==> src/rtl/mrv1_issue_sched.sv <==
// Multi-thread issue scheduler: one-entry {insn, pc} buffer per thread, round-robin
// selection with a lock under back-pressure, and per-thread wait for branch resolution.
module mrv1_issue_sched #(
  parameter int PC_WIDTH_P    = 32,
  parameter int NUM_THREADS_P = 8,
  localparam int TID_WIDTH_LP = $clog2(NUM_THREADS_P)
) (
  input  logic                     clk_i,
  input  logic                     rst_i,
  input  logic [NUM_THREADS_P-1:0] thread_en_i,
  input  logic                     fetch_vld_i,
  input  logic [31:0]              fetch_insn_i,
  input  logic [PC_WIDTH_P-1:0]    fetch_pc_i,
  input  logic [TID_WIDTH_LP-1:0]  fetch_tid_i,
  output logic [NUM_THREADS_P-1:0] fetch_rdy_o,
  output logic                     insn_vld_o,
  output logic [31:0]              insn_o,
  output logic [PC_WIDTH_P-1:0]    insn_pc_o,
  output logic [TID_WIDTH_LP-1:0]  insn_tid_o,
  input  logic                     insn_rdy_i,
  input  logic                     dec_b_is_branch_i,
  input  logic                     dec_b_is_jump_i,
  input  logic                     br_resolve_vld_i,
  input  logic [TID_WIDTH_LP-1:0]  br_resolve_tid_i,
  input  logic                     flush_vld_i,
  input  logic [TID_WIDTH_LP-1:0]  flush_tid_i,
  output logic [NUM_THREADS_P-1:0] thread_idle_o
);

  typedef enum logic [1:0] {
    ST_EMPTY   = 2'd0,
    ST_READY   = 2'd1,
    ST_WAIT_BR = 2'd2
  } state_e;

  state_e                    state_q [NUM_THREADS_P];
  state_e                    state_d [NUM_THREADS_P];
  logic [31:0]               insn_q  [NUM_THREADS_P];
  logic [31:0]               insn_d  [NUM_THREADS_P];
  logic [PC_WIDTH_P-1:0]     pc_q    [NUM_THREADS_P];
  logic [PC_WIDTH_P-1:0]     pc_d    [NUM_THREADS_P];
  logic [TID_WIDTH_LP-1:0]   last_grant_q, last_grant_d;
  logic                      lock_vld_q, lock_vld_d;
  logic [TID_WIDTH_LP-1:0]   lock_tid_q, lock_tid_d;

  logic [NUM_THREADS_P-1:0]  elig;
  logic [NUM_THREADS_P-1:0]  fetch_hit;
  logic                      sel_found;
  logic [TID_WIDTH_LP-1:0]   sel_tid;
  logic [TID_WIDTH_LP-1:0]   rr_cand;
  logic                      issue_hs;

  // Per-thread status: fetch readiness, idle flag and issue eligibility.
  always_comb begin
    fetch_rdy_o   = '0;
    thread_idle_o = '0;
    elig          = '0;
    fetch_hit     = '0;
    for (int t = 0; t < NUM_THREADS_P; t++) begin
      thread_idle_o[t] = (state_q[t] == ST_EMPTY);
      fetch_rdy_o[t]   = (state_q[t] == ST_EMPTY) && thread_en_i[t] && !rst_i;
      fetch_hit[t]     = fetch_rdy_o[t] && fetch_vld_i && (fetch_tid_i == TID_WIDTH_LP'(t));
      // A thread being flushed this cycle must not be offered to the decoder.
      elig[t]          = (state_q[t] == ST_READY) && thread_en_i[t] && !rst_i &&
                         !(flush_vld_i && (flush_tid_i == TID_WIDTH_LP'(t)));
    end
  end

  // Thread selection: held thread first, otherwise round-robin after last grant.
  always_comb begin
    sel_found = 1'b0;
    sel_tid   = '0;
    rr_cand   = '0;
    if (lock_vld_q && elig[lock_tid_q]) begin
      sel_found = 1'b1;
      sel_tid   = lock_tid_q;
    end else begin
      for (int i = 1; i <= NUM_THREADS_P; i++) begin
        rr_cand = TID_WIDTH_LP'((int'(last_grant_q) + i) % NUM_THREADS_P);
        if (!sel_found && elig[rr_cand]) begin
          sel_found = 1'b1;
          sel_tid   = rr_cand;
        end else begin
          sel_found = sel_found;
        end
      end
    end
  end

  // Issue outputs driven from the selected thread's buffer.
  always_comb begin
    insn_vld_o = sel_found;
    insn_tid_o = sel_tid;
    insn_o     = insn_q[sel_tid];
    insn_pc_o  = pc_q[sel_tid];
    issue_hs   = sel_found && insn_rdy_i;
  end

  // Next-state for thread FSMs, buffers, round-robin pointer and lock.
  always_comb begin
    for (int t = 0; t < NUM_THREADS_P; t++) begin
      state_d[t] = state_q[t];
      insn_d[t]  = insn_q[t];
      pc_d[t]    = pc_q[t];
      case (state_q[t])
        ST_EMPTY: begin
          if (fetch_hit[t]) begin
            state_d[t] = ST_READY;
            insn_d[t]  = fetch_insn_i;
            pc_d[t]    = fetch_pc_i;
          end else begin
            state_d[t] = ST_EMPTY;
          end
        end
        ST_READY: begin
          if (issue_hs && (sel_tid == TID_WIDTH_LP'(t))) begin
            state_d[t] = (dec_b_is_branch_i || dec_b_is_jump_i) ? ST_WAIT_BR : ST_EMPTY;
          end else begin
            state_d[t] = ST_READY;
          end
        end
        ST_WAIT_BR: begin
          if (br_resolve_vld_i && (br_resolve_tid_i == TID_WIDTH_LP'(t))) begin
            state_d[t] = ST_EMPTY;
          end else begin
            state_d[t] = ST_WAIT_BR;
          end
        end
        default: state_d[t] = ST_EMPTY;
      endcase
      if (flush_vld_i && (flush_tid_i == TID_WIDTH_LP'(t))) begin
        state_d[t] = ST_EMPTY;
      end else begin
        state_d[t] = state_d[t];
      end
    end
    last_grant_d = issue_hs ? sel_tid : last_grant_q;
    // Back-pressure pins the current choice; any handshake or idle cycle drops it.
    lock_vld_d   = sel_found && !insn_rdy_i;
    lock_tid_d   = sel_tid;
  end

  // Control state registers with synchronous reset.
  always_ff @(posedge clk_i) begin
    if (rst_i) begin
      for (int t = 0; t < NUM_THREADS_P; t++) begin
        state_q[t] <= ST_EMPTY;
      end
      last_grant_q <= TID_WIDTH_LP'(NUM_THREADS_P - 1);
      lock_vld_q   <= 1'b0;
      lock_tid_q   <= '0;
    end else begin
      for (int t = 0; t < NUM_THREADS_P; t++) begin
        state_q[t] <= state_d[t];
      end
      last_grant_q <= last_grant_d;
      lock_vld_q   <= lock_vld_d;
      lock_tid_q   <= lock_tid_d;
    end
  end

  // Payload buffers carry no reset; they are only read while READY.
  always_ff @(posedge clk_i) begin
    for (int t = 0; t < NUM_THREADS_P; t++) begin
      insn_q[t] <= insn_d[t];
      pc_q[t]   <= pc_d[t];
    end
  end

endmodule

==> config.mk <==
export PLATFORM = sky130hd
export DESIGN_NAME = mrv1_issue_sched
export DESIGN_NICKNAME = d
export VERILOG_FILES = /design/src/rtl/mrv1_issue_sched.sv
export SDC_FILE = /design/constraint.sdc
export NUM_CORES = 1
export LEC_CHECK = 0
export CAP_MARGIN = 20
export CORE_MARGIN = 5
export CORE_UTILIZATION = 25
export CTS_BUF_LIST = sky130_fd_sc_hd__clkbuf_8
export DETAILED_ROUTE_END_ITERATION = 8
export PLACE_DENSITY = 0.41
export SLEW_MARGIN = 10
export SYNTH_ARGS = -nofsm -noshare
export SYNTH_HDL_FRONTEND = slang
export SYNTH_SLANG_ARGS = --single-unit
==> constraint.sdc <==
create_clock -name clk_i -period 12.04 [get_ports clk_i]
set_clock_uncertainty 0.1 [all_clocks]
set_input_delay 2.408 -clock clk_i [delete_from_list [all_inputs] [get_ports clk_i]]
set_output_delay 2.408 -clock clk_i [all_outputs]
set_load 0.01 [all_outputs]
# ---- Word-level counts from Yosys, hierarchy flattened
# Memories as Yosys holds them, arrays and structs flattened.
# Index checks and enable logic that the tools add are counted.
dict set report classes {
  eq_ne 60
  n_lt_le_gt_ge 9
  reduce_logical 142
  n_mux 169
  n_addsub 8
  bitwise_logic 8
}
# operator n
set op_table {}
lappend op_table {{two-way mux 32 bit} 46}
lappend op_table {{OR reduction 32 bit} 14}
lappend op_table {{logical AND 1 bit} 90}
lappend op_table {{two-way mux 3 bit} 23}
lappend op_table {{two-way mux 2 bit} 33}
lappend op_table {{two-way mux 1 bit} 50}
lappend op_table {{== test 3 bit, second input constant} 16}
lappend op_table {{case mux 2 bit (3 select lines)} 8}
lappend op_table {{less-than comparator 3 x 4 -> 1 bit, second input constant} 9}
lappend op_table {{binary-select mux 1 bit (select 3 bit)} 9}
lappend op_table {{== test 3 x 2 -> 1 bit, second input constant} 8}
lappend op_table {{zero test 1 bit} 17}
lappend op_table {{== test 2 x 1 -> 1 bit, second input constant} 8}
lappend op_table {{== test 2 bit, second input constant} 8}
lappend op_table {{zero test 2 bit} 8}
lappend op_table {{inequality test 2 bit, second input constant} 8}
lappend op_table {{AND reduction 2 bit} 8}
lappend op_table {{adder 3 bit, second input constant} 4}
lappend op_table {{== test 3 x 1 -> 1 bit, second input constant} 4}
lappend op_table {{zero test 3 bit} 4}
lappend op_table {{inequality test 1 bit, second input constant} 8}
lappend op_table {{bitwise OR 1 bit} 8}
lappend op_table {{adder 3 x 1 -> 3 bit, second input constant} 2}
lappend op_table {{adder 3 x 2 -> 3 bit, second input constant} 2}
lappend op_table {{logical OR 1 bit} 1}
dict set report word_totals {
  inputBits 89
  memories 3
  ramBits 528
  regBits 7
}
# memory depth word_bits read_ports rd_clocked_by_memory_dff write_ports line_no
set mem_list {}
lappend mem_list {insn_q 8 32 1 0 1 38} ;# logic [31:0] insn_q [NUM_THREADS_P];
lappend mem_list {pc_q 8 32 1 0 1 40} ;# logic [PC_WIDTH_P-1:0] pc_q [NUM_THREADS_P];
lappend mem_list {state_q 8 2 8 0 8 36} ;# state_e state_q [NUM_THREADS_P];

# ---- Logic depth before layout (Yosys ltp)
# Gate-level depths: netlist of the first run.
# An unclocked memory read counts as a cell.
dict set report depth {
  ltp_word 43
  ltp_mapped 16
}

# ---- Worst setup path after synthesis of the first run
# No wires, ideal clock.
dict set report synth_path {
  path_kind {input port to flip-flop}
  from {input rst_i}
  to {memory state_q[0][4] (netlist name)}
  stages 5
  arrival_time_ns 10.431
  path_slack_ns 1.409
  setup_ns 0.099
  path_cell_list {buf_2 > nor4b_1 > nor4b_1 > o21ai_0 > a31oi_1}
}
# element line_no
set synth_lines {}
lappend synth_lines {{start, declared} 9} ;# input logic rst_i,
lappend synth_lines {{end, declared} 36}

# ---- Worst setup path after layout of the first run
dict set report layout_path {
  from {input rst_i}
  to {output insn_o[1]}
}
dict set report layout_via {
  elab_chain_len 36
  word_cells_on_any_way 74
  cone_classes {mux: 41; reduce/logical: 32; memory: 1}
}
# element line_no
set layout_rtl {}
lappend layout_rtl {{zero test 1 bit *} 64} ;# elig[t] = (state_q[t] == ST_READY) && thread_en_i[t] && !rst_i &&
lappend layout_rtl {{logical AND 1 bit (2 in series)} 64}
lappend layout_rtl {{binary-select mux 1 bit (select 3 bit)} 80} ;# if (!sel_found && elig[rr_cand]) begin
lappend layout_rtl {{two-way mux 1 bit (implied by the code)} 80}
lappend layout_rtl {{two-way mux 1 bit} 80}
lappend layout_rtl {{two-way mux 1 bit} 74} ;# if (lock_vld_q && elig[lock_tid_q]) begin
lappend layout_rtl {{zero test 1 bit} 80}
lappend layout_rtl {{logical AND 1 bit} 80}
lappend layout_rtl {{(+19 left out)} -}
lappend layout_rtl {{logical AND 1 bit} 80}
lappend layout_rtl {{two-way mux 1 bit} 80}
lappend layout_rtl {{two-way mux 1 bit} 74}
lappend layout_rtl {{zero test 1 bit} 80}
lappend layout_rtl {{logical AND 1 bit} 80}
lappend layout_rtl {{two-way mux 3 bit} 80}
lappend layout_rtl {{two-way mux 3 bit *} 74}
lappend layout_rtl {{memory (8 x 32 bit) *} -}
lappend layout_rtl {{end, declared} 17} ;# output logic [31:0] insn_o,
# Every way passes the cells marked *; elsewhere a longest branch is shown, timed or not. The select of a mux whose other input is x is not followed.

==> impl_metrics.env, run 1 <==
export IMPL_rrSetupSlack_ns=6.12
export IMPL_worst_hold_startpoint="state_q[1][5]"
export IMPL_wl_per_cell_um=24.3
export IMPL_grt_usage=0.146
export IMPL_final_common_cell="sky130_fd_sc_hd__edfxtp_1"
export IMPL_cp_data_required_time_ns=9.53
export IMPL_powerDensity_mw_per_mm2=264
export IMPL_rr_worst_depth=12
export IMPL_maximum_number_of_pins_on_one_net_before_global_route_repair=258
export IMPL_worst_path_largest_cell_delay_ns=0.91
export IMPL_yosysWarningCount=0
export IMPL_ys_seq_area_frac=0.704
export IMPL_synthArstFlopShare=0
export IMPL_num_rows=110
export IMPL_synth_cell_type_count=86
export IMPL_power_sequential_fraction=0.292
export IMPL_fin_nets=1803
export IMPL_worstReg2RegStart="last_grant_q[0]"
export IMPL_die_area_mm2=0.0961
export IMPL_grt_first_pass_wirelength_mm=105
export IMPL_final_setup_tns_ns=0
export IMPL_cp_buffers_inverters=4
export IMPL_place_congestion=0.802
export IMPL_proportion_of_layout_cells_with_a_drive_suffix_above_1=0.114
export IMPL_number_of_input_and_output_port_buffers_inserted=172
export IMPL_post_synth_net_total=1625
export IMPL_worst_ir_drop_vdd_mv=0.332
export IMPL_internal_power_mw=4.31
export IMPL_yosys_top_cells_area="sky130_fd_sc_hd__edfxtp_1 (68%), sky130_fd_sc_hd__and3_1 (7.2%), sky130_fd_sc_hd__a211oi_1 (6.5%)"
export IMPL_total_leakage_power_nw=9.15
export IMPL_postSynthCellCount=1534
export IMPL_clk_pin_slew_ns=0.06
export IMPL_max_slew_violation_total_from_the_final_report=0
export IMPL_cts_sinks=535
export IMPL_power_clock_fraction=0.220
export IMPL_swShare=0.404
export IMPL_worst_path_dominant_cell_family="buffers and inverters"
export IMPL_timing_final_crit_period_ns=11.21
export IMPL_placedInstanceArea_mm2=0.0256
export IMPL_io_pins=173
export IMPL_cts_hold_fix_buffers=0
export IMPL_relSlewSlack=0.168
export IMPL_post_cts_buffers=0
export IMPL_critical_path_peak_fanout=64
export IMPL_synth_enable_flop_cells=512
export IMPL_cts_tree="yes"
export IMPL_clock_tree_htree_level_count=3
export IMPL_design_core_area_mm2=0.0896
export IMPL_antenna_found_initial=9
export IMPL_starting_density_of_the_core=0.251
export IMPL_initialDrtViolationCount=1080
export IMPL_tightest_slew_ns=1.25
export IMPL_antenna_violating_nets_post_route=0
export IMPL_fmax_mhz=89.2
export IMPL_holdCritPathClass="reg2reg"
export IMPL_design_area_mm2=0.0274
export IMPL_detail_route_vias_per_cell=4.96
export IMPL_holdPathStages=2
export IMPL_arrival_ns=8.70
export IMPL_area_grow_syn2layout_pct=21.7
export IMPL_share_comb_of_total_power=0.488
export IMPL_report_power_total_mw=7.23
export IMPL_post_cts_resized_instances=0
export IMPL_post_route_drc_count=0
export IMPL_via_count=14700
export IMPL_crit_path_start_kind="input pin"
export IMPL_worstPathCellList="clkdlybuf4s50_1 > buf_4 > nor4bb_1 > nand2_1 > mux4_2 > and2_4 > o32ai_1 > a211oi_1 > o211ai_1 > nand2_4 > buf_4 > a2111oi_0 > nor4_1 > clkdlybuf4s50_1"
export IMPL_clock_buffer_count_from_cts=94
export IMPL_drt_pass1_iter_count=5
export IMPL_synth_seq_cells=535
export IMPL_die_height_um=310
export IMPL_r2r_end="state_q[0][3]"
export IMPL_outcome="complete, no violations"
export IMPL_worstSkewPairLatency_ns=0.66
export IMPL_die_wd_um=310
export IMPL_holdPathEnd="state_q[1][5]"
export IMPL_critical_path_slowest_cell="sky130_fd_sc_hd__a2111oi_0"
export IMPL_detailedPlacementHpwl_mm=40.2
export IMPL_filler_cell_count=8928
export IMPL_synth_top_cell_area_share=0.683
export IMPL_criticalPathCategory="in2out"
export IMPL_final_cell_count_without_fillers=2967
export IMPL_cell_area_after_technology_mapping_mm2=0.0225
export IMPL_number_of_global_route_vias_before_repair=15100
export IMPL_placed_cells=2792
export IMPL_finalCritPeriodShare=0.931
export IMPL_crit_path_end_kind="primary output"
export IMPL_ctsRootBufferMaster="sky130_fd_sc_hd__clkbuf_8"
export IMPL_switching_power_mw=2.92
export IMPL_yosys_area_top_type="sky130_fd_sc_hd__edfxtp_1"
export IMPL_rsz0062_at_grt="no"
export IMPL_hold_viol_final=0
export IMPL_maxcap_violations=0
export IMPL_synth_avg_cell_area_um2=14.7
export IMPL_crit_cells=14
export IMPL_yosys_most_used_dff="sky130_fd_sc_hd__edfxtp_1"
export IMPL_setup_viol=0
export IMPL_most_common_layout_cells="sky130_fd_sc_hd__edfxtp_1 (512), sky130_fd_sc_hd__and3_1 (259), sky130_fd_sc_hd__a211oi_1 (195)"
export IMPL_cts_buffer_depth=3
export IMPL_sum_of_routed_wire_length_over_all_layers_mm=72.2
export IMPL_overflow=0
flip-flops by register name, indices dropped and copies added, names as in the netlist:
| name | flops |
|---|---|
| lock_tid_q | 3 |
| insn_q | 256 |
| state_q | 16 |
| pc_q | 256 |
| last_grant_q | 3 |
| lock_vld_q | 1 |
per-stage QoR:
stage | util | hold slack, ns | setup slack [ns]
finish | 0.305 | 0.452 | 0.828
CTS | 0.305 | 0.450 | 0.771
global route | 0.305 | 0.486 | 0.445
detailed placement | 0.286 | 0.444 | 0.795
floorplan | - | 0.398 | 1.41
global placement | 0.286 | 0.428 | 0.717
worst max path at each step:
stage	start	endpoint	slack, ns
final	rst_i	insn_o[1]	0.83
after global routing	rst_i	insn_o[1]	0.45
after CTS	rst_i	insn_o[1]	0.77
after detailed placement	rst_i	insn_o[1]	0.80
after global placement	rst_i	insn_o[1]	0.72
after floorplan	rst_i	state_q[0][4]	1.41
final cells by class:
cell class	count	area [um2]	area share
multi-input cells	841	6090	0.222
repair buffers	213	2100	0.0769
clock inverters	74	447	0.0163
well taps	1176	1470	0.0538
flip-flops and latches	535	15800	0.579
clock buffers	95	1310	0.0478
inverters	27	101	0.00370
diodes	6	15.0	0.000549
cells by family after synthesis:
logic type,Yosys count,share of synthesized area
adders and majority gates,2,0.00111
AOI/OAI and AO/OA,347,0.122
xor gates and xnor gates,3,0.00117
and+or+nand+nor,471,0.130
DFF,535,0.704
muxes,18,0.0131
buffers and inverters,158,0.0290
Yosys cell counts (all sizes together) (5+ instances only):
master,n
o211ai,7
a2111oi,65
a21oi,10
and3,259
nor4b,11
nand3,9
nand2b,5
a21boi,8
nand4b,7
dfxtp,23
nand2,16
edfxtp,512
clkbuf,94
mux2i,7
or2,5
nor2,41
inv,27
mux4,9
o21ai,12
a31oi,5
buf,37
nor4,70
nor3,5
nor2b,10
a211oi,196
metal layers:
layer | part of all wire | global-route usage | up-vias
met5 | 0.00054 | 0 | -
met4 | 0.019 | 0.0362 | 6
met3 | 0.053 | 0.0314 | 107
met2 | 0.47 | 0.239 | 357
met1 | 0.45 | 0.199 | 7517
li1 | - | - | 6721
worst register-to-register path: stages, from the launching register on:
cell	delay [ns]
sky130_fd_sc_hd__dfxtp_1	0.81
sky130_fd_sc_hd__inv_1	0.46
sky130_fd_sc_hd__ha_1	0.39
sky130_fd_sc_hd__xnor2_1	0.51
sky130_fd_sc_hd__mux4_2	0.64
sky130_fd_sc_hd__a21oi_1	0.23
sky130_fd_sc_hd__and3_1	0.44
sky130_fd_sc_hd__a32oi_4	0.21
sky130_fd_sc_hd__nand2_4	0.64
sky130_fd_sc_hd__buf_4	0.59
sky130_fd_sc_hd__inv_2	0.22
sky130_fd_sc_hd__or4b_1	0.50
sky130_fd_sc_hd__a21boi_1	0.12
power by group through the flow:
stage / registers [mW] / clock network [mW] / logic, mW
2_1_floorplan: 2.13 / 0 / 1.89
3_3_place_gp: 2.15 / 0 / 3.61
3_5_place_dp: 2.15 / 0 / 3.61
4_1_cts: 2.11 / 1.65 / 3.63
5_1_grt: 2.11 / 1.73 / 3.83
6_report: 2.11 / 1.59 / 3.53
(Power assumes the default switching activity.)
==> run 2, diff against run 1 <==
--- a/config.mk
+++ b/config.mk
@@ -10,7 +10,6 @@
 export CORE_UTILIZATION = 25
 export CTS_BUF_LIST = sky130_fd_sc_hd__clkbuf_8
 export DETAILED_ROUTE_END_ITERATION = 8
-export PLACE_DENSITY = 0.41
 export SLEW_MARGIN = 10
 export SYNTH_ARGS = -nofsm -noshare
 export SYNTH_HDL_FRONTEND = slang
==> run 2 against run 1 <==
Compared with the run above:
- the run now ends with slew limit left
- flip-flop and latch count is the same
- wire length shrank 9.9%
- worst hold slack gained 0.016 ns
- register-to-register slack gained 0.41 ns
- combinational power shrank 5%
- first-iteration DRC count grew 22%
- count of clock-buffer cells in the layout shrank 6
- power shrank 3.4%
- final area shrank 0.61%
==> impl_metrics.env, run 2 (synthesis results as in run 1) <==
export IMPL_outcome="finished, violations left"
export IMPL_violations="slew limit"
export IMPL_most_common_layout_cells="sky130_fd_sc_hd__edfxtp_1 (512), sky130_fd_sc_hd__and3_1 (259), sky130_fd_sc_hd__a211oi_1 (195)"
export IMPL_timing_final_crit_period_ns=11.13
export IMPL_grt_usage=0.131
export IMPL_wl_per_cell_um=22.1
export IMPL_start_point_of_the_critical_path="rst_i"
export IMPL_cts_tree="yes"
export IMPL_maximum_number_of_pins_on_one_net_before_global_route_repair=258
export IMPL_post_cts_resized_instances=0
export IMPL_antenna_violating_nets_post_route=0
export IMPL_arrival_ns=8.62
export IMPL_rrSetupSlack_ns=6.53
export IMPL_detailroute_wirelength_met2_mm=31.7
export IMPL_initialDrtViolationCount=1316
export IMPL_setup_viol=0
export IMPL_drt_pass1_iter_count=5
export IMPL_drt_met1_wl_mm=27.4
export IMPL_r2r_end="state_q[1][2]"
export IMPL_grt_first_pass_wirelength_mm=96.6
export IMPL_final_layout_worst_hold_slack_ns=0.468
export IMPL_cts_hold_fix_buffers=0
export IMPL_io_pins=173
export IMPL_finalCritPeriodShare=0.925
export IMPL_fmax_mhz=89.8
export IMPL_antenna_found_initial=5
export IMPL_fin_nets=1791
export IMPL_clock_buffer_count_from_cts=89
export IMPL_rr_worst_depth=11
export IMPL_clock_tree_htree_level_count=3
export IMPL_post_cts_buffers=0
export IMPL_diodes=0
export IMPL_die_height_um=310
export IMPL_clk_pin_slew_ns=0.07
export IMPL_wl_met3_mm=4.36
export IMPL_proportion_of_layout_cells_with_a_drive_suffix_above_1=0.110
export IMPL_cts_sinks=535
export IMPL_filler_cell_count=8763
export IMPL_total_leakage_power_nw=9.08
export IMPL_ctsRootBufferMaster="sky130_fd_sc_hd__clkbuf_8"
export IMPL_cts_buffer_depth=3
export IMPL_number_of_global_route_vias_before_repair=15100
export IMPL_detail_route_vias_per_cell=5.05
export IMPL_criticalPathCategory="in2out"
export IMPL_via_count=14900
export IMPL_post_place_ws_ns=1.26
export IMPL_crit_path_end_kind="primary output"
export IMPL_top_layer="met5"
export IMPL_holdCritPathClass="reg2reg"
export IMPL_detailedPlacementHpwl_mm=36.2
export IMPL_critical_path_peak_fanout=257
export IMPL_worst_ir_drop_vdd_mv=0.285
export IMPL_final_critical_path_setup_slack_ns=0.907
export IMPL_die_area_mm2=0.0961
export IMPL_cp_endpoint="insn_o[31]"
export IMPL_hold_viol_final=0
export IMPL_worstSkewPairLatency_ns=0.71
export IMPL_relSlewSlack=-0.181
export IMPL_maxcap_violations=0
export IMPL_final_setup_tns_ns=0
export IMPL_powerDensity_mw_per_mm2=257
export IMPL_crit_path_start_kind="input pin"
export IMPL_starting_density_of_the_core=0.251
export IMPL_cp_data_required_time_ns=9.53
export IMPL_max_slew_violation_total_from_the_final_report=136
export IMPL_number_of_input_and_output_port_buffers_inserted=172
export IMPL_sum_of_routed_wire_length_over_all_layers_mm=65.1
export IMPL_die_wd_um=310
export IMPL_design_core_area_mm2=0.0896
export IMPL_rsz0062_at_grt="no"
export IMPL_reg_largest_list="insn_q: 256 flops, pc_q: 256 flops, state_q: 16 flops"
export IMPL_num_rows=110
export IMPL_overflow=0
export IMPL_post_route_drc_count=0
export IMPL_place_congestion=0.906
export IMPL_area_grow_syn2layout_pct=20.9
export IMPL_tightest_slew_ns=1.77
export IMPL_worstReg2RegStart="last_grant_q[0]"
export IMPL_final_common_cell="sky130_fd_sc_hd__edfxtp_1"
## run 2: cell count changes in the layout (fill, tap and decap cells not counted), moves of 3 or more
| cell | before | now |
|---|---|---|
| sky130_fd_sc_hd__buf_4 | 35 | 29 |
| sky130_fd_sc_hd__clkbuf_8 | 95 | 89 |
| sky130_fd_sc_hd__clkinv_1 | 29 | 19 |
| sky130_fd_sc_hd__clkinv_4 | 0 | 3 |
| sky130_fd_sc_hd__clkinvlp_4 | 0 | 4 |
| sky130_fd_sc_hd__diode_2 | 6 | 0 |
| sky130_fd_sc_hd__inv_1 | 49 | 54 |
## run 2: how the worst min path moves through the flow
stage	startpoint	to	slack, ns	cells after the start
final	state_q[1][7]	state_q[1][7]	0.47	2
after global placement	state_q[1][3]	state_q[1][3]	0.45	2
after CTS	state_q[1][7]	state_q[1][7]	0.46	2
after detailed placement	state_q[1][7]	state_q[1][7]	0.44	2
after global routing	state_q[1][7]	state_q[1][7]	0.50	2
after floorplan	state_q[1][7]	state_q[1][7]	0.40	2
## run 2: area by class of cell
cell class | count | area (um2) | share of cell area
sequential | 535 | 15800 | 0.582
timing repair buffer | 206 | 2040 | 0.0750
inverter | 27 | 101 | 0.00373
tap | 1176 | 1470 | 0.0541
clock inverter | 73 | 435 | 0.0160
multi-input combinational | 841 | 6100 | 0.224
clock buffer | 89 | 1220 | 0.0450
## run 2: power by group
part | internal (mW) | switching [mW]
clock | 0.764 | 0.752
combinational | 1.39 | 1.97
sequential | 2.07 | 0.0377
## run 2: through the flow
stage                util  instance area [um2]  cells  total power [mW]
floorplan               -                22500   1534              4.01
global placement    0.285                25500   2785              5.51
detailed placement  0.285                25500   2785              5.54
CTS                 0.304                27200   2947              7.10
global route        0.304                27200   2947              7.39
finish              0.304                27200   2947              6.98
## run 2: critical path: stages
cell and delay (ns):
sky130_fd_sc_hd__clkdlybuf4s50_1 0.83, sky130_fd_sc_hd__nor4bb_1 0.57, sky130_fd_sc_hd__nand2_1 0.19, sky130_fd_sc_hd__o21ai_0 0.69
sky130_fd_sc_hd__mux4_2 0.46, sky130_fd_sc_hd__o21ba_2 0.18, sky130_fd_sc_hd__a211oi_1 0.28, sky130_fd_sc_hd__o211ai_1 0.25
sky130_fd_sc_hd__buf_12 0.26, sky130_fd_sc_hd__and3_1 0.63, sky130_fd_sc_hd__a2111oi_0 0.43, sky130_fd_sc_hd__nor4_1 0.11
sky130_fd_sc_hd__buf_4 0.18, sky130_fd_sc_hd__clkdlybuf4s50_1 0.49
## run 2: per-layer routing
layer	vias up	global-route usage
met5	-	0
met3	121	0.0293
li1	6714	-
met4	4	0.0454
met2	581	0.220
met1	7449	0.169
